$ cat config.mk
export PLATFORM = sky130hd
export DESIGN_NAME = fir_tap_ctrl_flat
export DESIGN_NICKNAME = d
export VERILOG_FILES = /design/src/rtl/fir_tap_ctrl_if.sv /design/src/rtl/fir_tap_ctrl.sv /design/src/flat_wrapper.sv
export SDC_FILE = /design/constraint.sdc
export NUM_CORES = 1
export LEC_CHECK = 0
export CAP_MARGIN = 20
export CORE_MARGIN = 2
export CORE_UTILIZATION = 42
export CTS_CLUSTER_DIAMETER = 80
export DETAILED_ROUTE_END_ITERATION = 12
export PLACE_DENSITY = 0.67
export SLEW_MARGIN = 5
export SYNTH_ARGS = -nofsm -noshare
export SYNTH_HDL_FRONTEND = slang
export SYNTH_SLANG_ARGS = --single-unit
$ cat constraint.sdc
create_clock -name clk -period 4 [get_ports clk]
set_input_delay 1.2 -clock clk [delete_from_list [all_inputs] [get_ports clk]]
set_output_delay 1.2 -clock clk [all_outputs]
set_load 0.01 [all_outputs]
$ cat src/rtl/fir_tap_ctrl_if.sv
// ---------------------------------------------------------------------------
// fir_tap_ctrl_if
// Streaming handshake bundle for fir_tap_ctrl.
//   s_valid/s_ready/s_data : upstream samples into the controller (WIDTH bits)
//   m_valid/m_ready/m_data : downstream moving sums out of the controller (OW bits)
// Modports:
//   slave  - the controller side (consumes s_*, produces m_*)
//   master - the environment side (produces s_*, consumes m_*)
// ---------------------------------------------------------------------------
interface fir_tap_ctrl_if #(
  parameter int WIDTH = 4,
  parameter int OW    = 6
);
  logic             s_valid;
  logic             s_ready;
  logic [WIDTH-1:0] s_data;
  logic             m_valid;
  logic             m_ready;
  logic [OW-1:0]    m_data;

  modport slave (
    input  s_valid, s_data, m_ready,
    output s_ready, m_valid, m_data
  );

  modport master (
    output s_valid, s_data, m_ready,
    input  s_ready, m_valid, m_data
  );
endinterface

$ cat src/rtl/fir_tap_ctrl.sv
// ---------------------------------------------------------------------------
// fir_tap_ctrl
// Controller wrapped around an external TAPS-deep moving-sum tap. It clears
// the tap after reset, meters samples into it with credit so that every sum
// in flight is guaranteed a slot in the output FIFO, and supports a flush that
// pushes TAPS zero samples through the tap so the tail sums drain downstream.
//
// Ports:
//   clk            sole clock, rising edge
//   reset          asynchronous, active-low
//   bus            fir_tap_ctrl_if.slave (s_valid/s_ready/s_data, m_valid/m_ready/m_data)
//   flush_req      one-cycle flush request (honoured only in RUN)
//   flush_done     one-cycle pulse when the flush has fully drained
//   busy           high whenever the controller is not in RUN
//   tap_reset      synchronous reset to the tap (held through INIT)
//   tap_valid      tap in_valid
//   tap_data       tap input sample
//   tap_out_valid  tap out_valid
//   tap_out        tap sum (OW bits)
//   stat_in_cnt    accepted-sample count (16-bit, wraps)
//   stat_out_cnt   delivered-sum count (16-bit, wraps)
//
// Build option: define FIR_TAP_CTRL_STATS_EN to include the statistics
// counters; otherwise both stat ports are tied to zero.
// ---------------------------------------------------------------------------
module fir_tap_ctrl #(
  parameter  int TAPS  = 4,
  parameter  int WIDTH = 4,
  parameter  int DEPTH = 8,
  localparam int OW    = $clog2(TAPS) + WIDTH
) (
  input  logic              clk,
  input  logic              reset,
  fir_tap_ctrl_if.slave     bus,
  input  logic              flush_req,
  output logic              flush_done,
  output logic              busy,
  output logic              tap_reset,
  output logic              tap_valid,
  output logic [WIDTH-1:0]  tap_data,
  input  logic              tap_out_valid,
  input  logic [OW-1:0]     tap_out,
  output logic [15:0]       stat_in_cnt,
  output logic [15:0]       stat_out_cnt
);

  localparam int CW = $clog2(DEPTH + 1);
  localparam int PW = (DEPTH > 1) ? $clog2(DEPTH) : 1;
  localparam int IW = $clog2(TAPS + 1);

  typedef enum logic [1:0] {INIT, RUN, FLUSH, DRAIN} state_t;

  state_t          state;
  logic [IW-1:0]   init_cnt;
  logic [IW-1:0]   zero_left;
  logic [CW-1:0]   inflight;
  logic [CW-1:0]   fifo_cnt;
  logic [PW-1:0]   wr_ptr;
  logic [PW-1:0]   rd_ptr;
  logic [OW-1:0]   mem [DEPTH];

  logic credit_ok;
  logic accept;
  logic zero_issue;
  logic push;
  logic pop;

  function automatic logic [PW-1:0] next_ptr(input logic [PW-1:0] p);
    return (p == PW'(DEPTH - 1)) ? '0 : p + PW'(1);
  endfunction

  // Credit is judged on registered occupancy only: a pop in this cycle does
  // not free a slot until the next one, which keeps s_ready off the m_ready path.
  assign credit_ok  = ({1'b0, inflight} + {1'b0, fifo_cnt}) < (CW + 1)'(DEPTH);
  assign bus.s_ready = (state == RUN) && !flush_req && credit_ok;
  assign accept     = bus.s_valid && bus.s_ready;
  assign zero_issue = (state == FLUSH) && (zero_left != '0) && credit_ok;

  assign tap_valid  = accept || zero_issue;
  assign tap_data   = accept ? bus.s_data : '0;
  assign tap_reset  = (state == INIT);
  assign busy       = (state != RUN);

  // Returns seen during INIT belong to traffic from before reset; drop them.
  assign push        = tap_out_valid && (state != INIT);
  assign bus.m_valid = (fifo_cnt != '0);
  assign pop         = bus.m_valid && bus.m_ready;
  assign bus.m_data  = bus.m_valid ? mem[rd_ptr] : '0;

  // ---- control stage: FSM, credit counters, FIFO pointers ----
  always_ff @(posedge clk or negedge reset) begin
    if (!reset) begin
      state      <= INIT;
      init_cnt   <= '0;
      zero_left  <= '0;
      inflight   <= '0;
      fifo_cnt   <= '0;
      wr_ptr     <= '0;
      rd_ptr     <= '0;
      flush_done <= 1'b0;
    end else begin
      flush_done <= 1'b0;

      unique case (state)
        INIT: begin
          if (init_cnt == IW'(TAPS - 1)) begin
            init_cnt <= '0;
            state    <= RUN;
          end else begin
            init_cnt <= init_cnt + IW'(1);
          end
        end
        RUN: begin
          if (flush_req) begin
            zero_left <= IW'(TAPS);
            state     <= FLUSH;
          end
        end
        FLUSH: begin
          if (zero_issue) begin
            zero_left <= zero_left - IW'(1);
            if (zero_left == IW'(1)) state <= DRAIN;
          end
        end
        DRAIN: begin
          if (inflight == '0 && fifo_cnt == '0) begin
            flush_done <= 1'b1;
            state      <= RUN;
          end
        end
        default: state <= INIT;
      endcase

      unique case ({tap_valid, push})
        2'b10:   inflight <= inflight + CW'(1);
        2'b01:   inflight <= inflight - CW'(1);
        default: ;
      endcase

      unique case ({push, pop})
        2'b10:   fifo_cnt <= fifo_cnt + CW'(1);
        2'b01:   fifo_cnt <= fifo_cnt - CW'(1);
        default: ;
      endcase

      if (push) wr_ptr <= next_ptr(wr_ptr);
      if (pop)  rd_ptr <= next_ptr(rd_ptr);
    end
  end

  // ---- data stage: FIFO storage ----
  always_ff @(posedge clk) begin
    if (push) mem[wr_ptr] <= tap_out;
  end

`ifdef FIR_TAP_CTRL_STATS_EN
  // ---- statistics stage ----
  always_ff @(posedge clk or negedge reset) begin
    if (!reset) begin
      stat_in_cnt  <= '0;
      stat_out_cnt <= '0;
    end else begin
      if (accept) stat_in_cnt  <= stat_in_cnt + 16'd1;
      if (pop)    stat_out_cnt <= stat_out_cnt + 16'd1;
    end
  end
`else
  assign stat_in_cnt  = '0;
  assign stat_out_cnt = '0;
`endif

endmodule

$ cat src/flat_wrapper.sv
// flat-port wrapper written by rule: the top's interface ports become plain ports
module fir_tap_ctrl_flat 
#(
  parameter  int TAPS  = 4,
  parameter  int WIDTH = 4,
  parameter  int DEPTH = 8,
  localparam int OW    = $clog2(TAPS) + WIDTH
)
  (clk, reset, flush_req, flush_done, busy, tap_reset, tap_valid, tap_data, tap_out_valid, tap_out, stat_in_cnt, stat_out_cnt, bus_s_valid, bus_s_data, bus_m_ready, bus_s_ready, bus_m_valid, bus_m_data);
  fir_tap_ctrl_if #(.WIDTH(WIDTH), .OW((6))) bus_i ();
  input  logic clk;
  input  logic reset;
  input  logic flush_req;
  output logic flush_done;
  output logic busy;
  output logic tap_reset;
  output logic tap_valid;
  output logic [WIDTH-1:0] tap_data;
  input  logic tap_out_valid;
  input  logic [OW-1:0] tap_out;
  output logic [15:0] stat_in_cnt;
  output logic [15:0] stat_out_cnt;
  input wire logic [$bits(bus_i.s_valid)-1:0] bus_s_valid;
  input wire logic [$bits(bus_i.s_data)-1:0] bus_s_data;
  input wire logic [$bits(bus_i.m_ready)-1:0] bus_m_ready;
  output wire logic [$bits(bus_i.s_ready)-1:0] bus_s_ready;
  output wire logic [$bits(bus_i.m_valid)-1:0] bus_m_valid;
  output wire logic [$bits(bus_i.m_data)-1:0] bus_m_data;
  assign bus_i.s_valid = bus_s_valid;
  assign bus_i.s_data = bus_s_data;
  assign bus_i.m_ready = bus_m_ready;
  assign bus_s_ready = bus_i.s_ready;
  assign bus_m_valid = bus_i.m_valid;
  assign bus_m_data = bus_i.m_data;
  fir_tap_ctrl #(.TAPS(TAPS), .WIDTH(WIDTH), .DEPTH(DEPTH)) u_core (.clk(clk), .reset(reset), .bus(bus_i), .flush_req(flush_req), .flush_done(flush_done), .busy(busy), .tap_reset(tap_reset), .tap_valid(tap_valid), .tap_data(tap_data), .tap_out_valid(tap_out_valid), .tap_out(tap_out), .stat_in_cnt(stat_in_cnt), .stat_out_cnt(stat_out_cnt));
endmodule
# Word-level counts from Yosys, hierarchy flattened
# Memory sizes are Yosys's and may differ from the RTL's.
# Cells that the tools add are included.
word_totals:
  reg_bits: 23
  ram_bits: 48
  output_inout_bits: 48
  word_cells: 77
  mem_count: 1
classes:
  addsub: 9
  n_lt_le_gt_ge: 1
  eq_ne: 17
  n_mux: 20
  reduce_logical: 21
mem_list:
  columns: ["name", "words", "word_bits", "read_ports", "rd_clocked_by_memory_dff", "wr", "line_no", "source"]
  rows:
  - ["u_core.mem", 8, 6, 1, 0, 1, "fir_tap_ctrl.sv:60", "logic [OW-1:0] mem [DEPTH];"]
ops:
  columns: ["cell", "n"]
  rows:
  - ["one-hot mux 4 bit (2 select lines)", 2]
  - ["two-way mux 3 bit", 5]
  - ["two-way mux 2 bit", 5]
  - ["adder 3 x 1 -> 3 bit (second input constant)", 3]
  - ["adder 4 x 1 -> 4 bit (second input constant)", 2]
  - ["equality test 2 bit (second input constant)", 4]
  - ["logical AND 1 bit", 8]
  - ["logical NOT 4 bit", 2]
  - ["!= test 2 x 1 -> 1 bit (second input constant)", 4]
  - ["one-hot mux 2 bit (4 select lines)", 1]
  - ["nonzero test 2 bit", 4]
  - ["subtractor 4 x 1 -> 4 bit (second input constant)", 2]
  - ["equality test 2 x 1 -> 1 bit (second input constant)", 3]
  - ["equality test 3 bit (second input constant)", 2]
  - ["two-way mux 6 bit", 1]
  - ["one-hot mux 3 bit (2 select lines)", 1]
  - ["adder 4 x 4 -> 5 bit", 1]
  - ["less-than comparator 5 x 4 -> 1 bit (second input constant)", 1]
  - ["AND reduction 5 bit", 1]
  - ["two-way mux 1 bit", 4]
  - ["two-way mux 4 bit", 1]
  - ["!= test 2 bit (second input constant)", 2]
  - ["nonzero test 4 bit", 1]
  - ["equality test 3 x 1 -> 1 bit (second input constant)", 1]
  - ["7 further kinds", 7]

# Depth between registers and ports, before layout
logic_depth:
  word_depth: 7
  depth_mapped: 11
  ltp_nobuf: 11

# Worst setup path after synthesis
# OpenSTA, ideal clock, no wires.
synth_path:
  path_kind: "input to output"
  startpoint: "in flush_req"
  endpoint: "out tap_data[0]"
  t_arrival_ns: 1.824
  required_time_ns: 2.800
  path_slack_ns: 0.976
  path_stages: 3
  path_buffers: 0
  cell_sequence: "and2b_1 > and4_1 > and2_1"
synth_via:
  elab_chain_len: 5
synth_lines:
  columns: ["item", "line_no", "source"]
  rows:
  - ["start, declared", "flat_wrapper.sv:13", "input logic flush_req;"]
  - ["logical NOT 1 bit", "fir_tap_ctrl.sv:75", "assign bus.s_ready = (state == RUN) && !flush_req && credit_ok;"]
  - ["logical AND 1 bit (2 in a row)", "fir_tap_ctrl.sv:75", null]
  - ["logical AND 1 bit", "fir_tap_ctrl.sv:76", "assign accept = bus.s_valid && bus.s_ready;"]
  - ["two-way mux 4 bit", "fir_tap_ctrl.sv:80", "assign tap_data = accept ? bus.s_data : '0;"]
  - ["end, declared", "flat_wrapper.sv:18", "output logic [WIDTH-1:0] tap_data;"]
# Every way passes these cells.

# Final worst setup path
layout_path:
  startpoint: "in flush_req"
  endpoint: "out tap_data[3]"
# Same word-level chain as after synthesis.

==> flow_metrics.env <==
export IMPL_core_area_um2=8300
export IMPL_drc_errors=0
export IMPL_holdCritPathClass="reg2reg"
export IMPL_multi_input_area_um2=1400
export IMPL_wl_per_cell_um=14.4
export IMPL_htreeDepth=3
export IMPL_fin_hold_ws_ns=0.488
export IMPL_cts_buffer_depth=2
export IMPL_start_util_pct=43.7
export IMPL_power_leakage_nw=1.72
export IMPL_worstSkewPairLatency_ns=0.34
export IMPL_syn2layout_area_growth_pct=15.0
export IMPL_cts_tree="done"
export IMPL_grt_max_degree=24
export IMPL_utilization_pct=50.2
export IMPL_clk_pin_slew_ns=0.09
export IMPL_cp_slowest_cell="clkdlybuf4s50_1"
export IMPL_seq_area_um2=2020
export IMPL_sw_frac_of_total_pct=37.4
export IMPL_first_iter_violations=104
export IMPL_p_int_w=0.00191
export IMPL_ctsHoldBuffers=0
export IMPL_synthCells=267
export IMPL_grt_pass1_wl_um=10400
export IMPL_p_total_w=0.00304
export IMPL_final_common_cell="edfxtp_1"
export IMPL_layout_common_cells="48 x edfxtp_1, 32 x conb_1, 31 x clkdlybuf4s50_1"
export IMPL_cp_max_fo=6
export IMPL_die_h_um=96.9
export IMPL_clkPwrFrac_pct=17.8
export IMPL_setup_viol_count_final=0
export IMPL_die_area_um2=9390
export IMPL_status="finished, final reports clean"
export IMPL_p_per_area_nw_per_um2=730
export IMPL_place_area_um2=3980
export IMPL_worst_slew_pin_slew_ns=0.642
export IMPL_required_ns=2.80
export IMPL_antenna_found_initial=0
export IMPL_netlist_area_um2=3620
export IMPL_grt_ovfl_total=0
export IMPL_io_buffers=31
export IMPL_vias=2073
export IMPL_synth_edff_count=48
export IMPL_drive_above_1_share_pct=14.9
export IMPL_n_antenna_cell=0
export IMPL_skew_ns=0.00956
export IMPL_grt_pass1_vias=2045
export IMPL_maxCapViolations=0
export IMPL_cp_end_kind="primary output"
export IMPL_ys_flop_type="edfxtp_1"
export IMPL_drt_total_wl_um=6080
export IMPL_ys_warn_count=0
export IMPL_ios=64
export IMPL_cts_buffers=9
export IMPL_rsz0062_at_grt="false"
export IMPL_nets=350
export IMPL_final_area_um2=4170
export IMPL_peakVddDrop_uv=284
export IMPL_dr_pass1_iters=5
export IMPL_cpMostUsedCell="clkdlybuf4s50_1"
export IMPL_maxSlewHeadroom_pct=57.0
export IMPL_cp_arrival_ns=2.73
export IMPL_switchingPower_w=0.00114
export IMPL_ys_seq_area_share_pct=55.6
export IMPL_period_needed_ns=3.93
export IMPL_hold_violations=0
export IMPL_core_rowCount=33
export IMPL_routed_via_density=4.92
export IMPL_finalCritPeriodShare_pct=98.3
export IMPL_ant_nets=0
export IMPL_fillers=722
export IMPL_synth_cell_types=43
export IMPL_path_class="in2out"
export IMPL_cts_sinks=71
export IMPL_p_comb_share_pct=44.8
export IMPL_grt_total_usage_pct=14.0
export IMPL_setup_tns_ns=0
export IMPL_slowest_delay_ns=0.53
export IMPL_syn_mean_instance_area_um2=13.6
export IMPL_synth_seq_cells=71
export IMPL_fmax_mhz=254
export IMPL_ys_async_sr_fraction_pct=32.4
export IMPL_cp_start_kind="input port"
export IMPL_gp_congestion=0.797
export IMPL_drv_slew=0
export IMPL_root_buffer="clkbuf_8"
export IMPL_crit_chain="clkdlybuf4s50_1, and2b_1, and4_4, and2_1, clkdlybuf4s50_1"
export IMPL_dp_hpwl_um=4370
export IMPL_die_w_um=96.9
export IMPL_p_seq_share_pct=37.4
==> area by class of cell <==
class,count,share of cell area (%)
clock buffer,9,2.97
clock inverter,7,1.47
inverter,17,1.53
multi-input combinational,173,33.6
sequential,71,48.4
tap,105,3.15
timing repair buffer,39,8.88
==> Yosys cell counts (all sizes together) (3+ instances only) <==
cell	n	area (um^2)
a21o	5	38.8
a21oi	4	20.0
and2	4	25.0
buf	35	254
dfrtp	23	576
edfxtp	48	1440
ha	21	263
inv	17	63.8
mux2i	11	110
mux4	12	270
nand2	17	63.8
nand2b	7	43.8
nor2	14	52.6
nor3	7	35.0
nor4	3	33.8
o21ai	8	40.0
xnor2	4	35.0
==> final timing paths <==
kind | start | end | slack (ns) | cells after the start
hold reg to reg | u_core.init_cnt[0]$_DFFE_PN0P_ | u_core.init_cnt[0]$_DFFE_PN0P_ | 0.49 | 1
min in group asynchronous | reset | u_core.inflight[2]$_DFFE_PN0P_ | 1.21 | 2
setup / recovery | flush_req | tap_data[3] | 0.07 | 5
max in group asynchronous | reset | u_core.fifo_cnt[2]$_DFFE_PN0P_ | 2.55 | 2
setup reg to reg | u_core.fifo_cnt[3]$_DFFE_PN0P_ | u_core.inflight[3]$_DFFE_PN0P_ | 0.95 | 10
hold / removal | u_core.init_cnt[0]$_DFFE_PN0P_ | u_core.init_cnt[0]$_DFFE_PN0P_ | 0.49 | 1
==> cells by family after synthesis <==
logic type,synth area share (%)
AO/OA/AOI/OAI,5.66
XOR/XNOR,1.45
adder cells (fa/ha/maj),8.35
buffers and inverters,8.97
flip-flops,55.6
multiplexers,11.2
other,0.103
AND/OR/NAND/NOR,8.59
==> sequential cells by signal, indices dropped and copies added (netlist names) <==
register,flops
u_core.fifo_cnt,4
u_core.flush_done,1
u_core.inflight,4
u_core.init_cnt,3
u_core.mem,48
u_core.rd_ptr,3
u_core.state,2
u_core.wr_ptr,3
u_core.zero_left,3
==> critical path: cells and delay by family <==
family        cells  cell delay [ns]
simple gates      3             0.60
buf+inv           2             0.94
==> power by group through the flow <==
| stage | Sequential [W] | Combinational, W | Clock (W) |
|---|---|---|---|
| after detailed placement | 0.00116 | 0.00137 | 0 |
| after global placement | 0.00115 | 0.00135 | 0 |
| after floorplan | 0.00108 | 0.00104 | 0 |
| after CTS | 0.00114 | 0.00138 | 0.000552 |
| final | 0.00114 | 0.00136 | 0.000542 |
| after global routing | 0.00117 | 0.00155 | 0.000586 |
==> repair_timing <==
item | CTS | global route
endpoints found under the setup margin | 0 | 5
resized for setup | 0 | 2
buffers inserted | 0 | 0
==> metrics by stage <==
stage               cells  worst slack (ns)
detailed placement    405            0.0177
finish                421            0.0663
global route          421            0.0172
floorplan             298             0.976
global placement      405            0.0510
CTS                   421            0.0129
==> routing by layer <==
metal | share of wire (%) | global-route usage [%]
met4 | 0.74 | 2.93
met2 | 51 | 23.0
met3 | 3.0 | 4.12
met1 | 45 | 18.5
met5 | 0 | 0
Power figures use the tool's default switching activity.
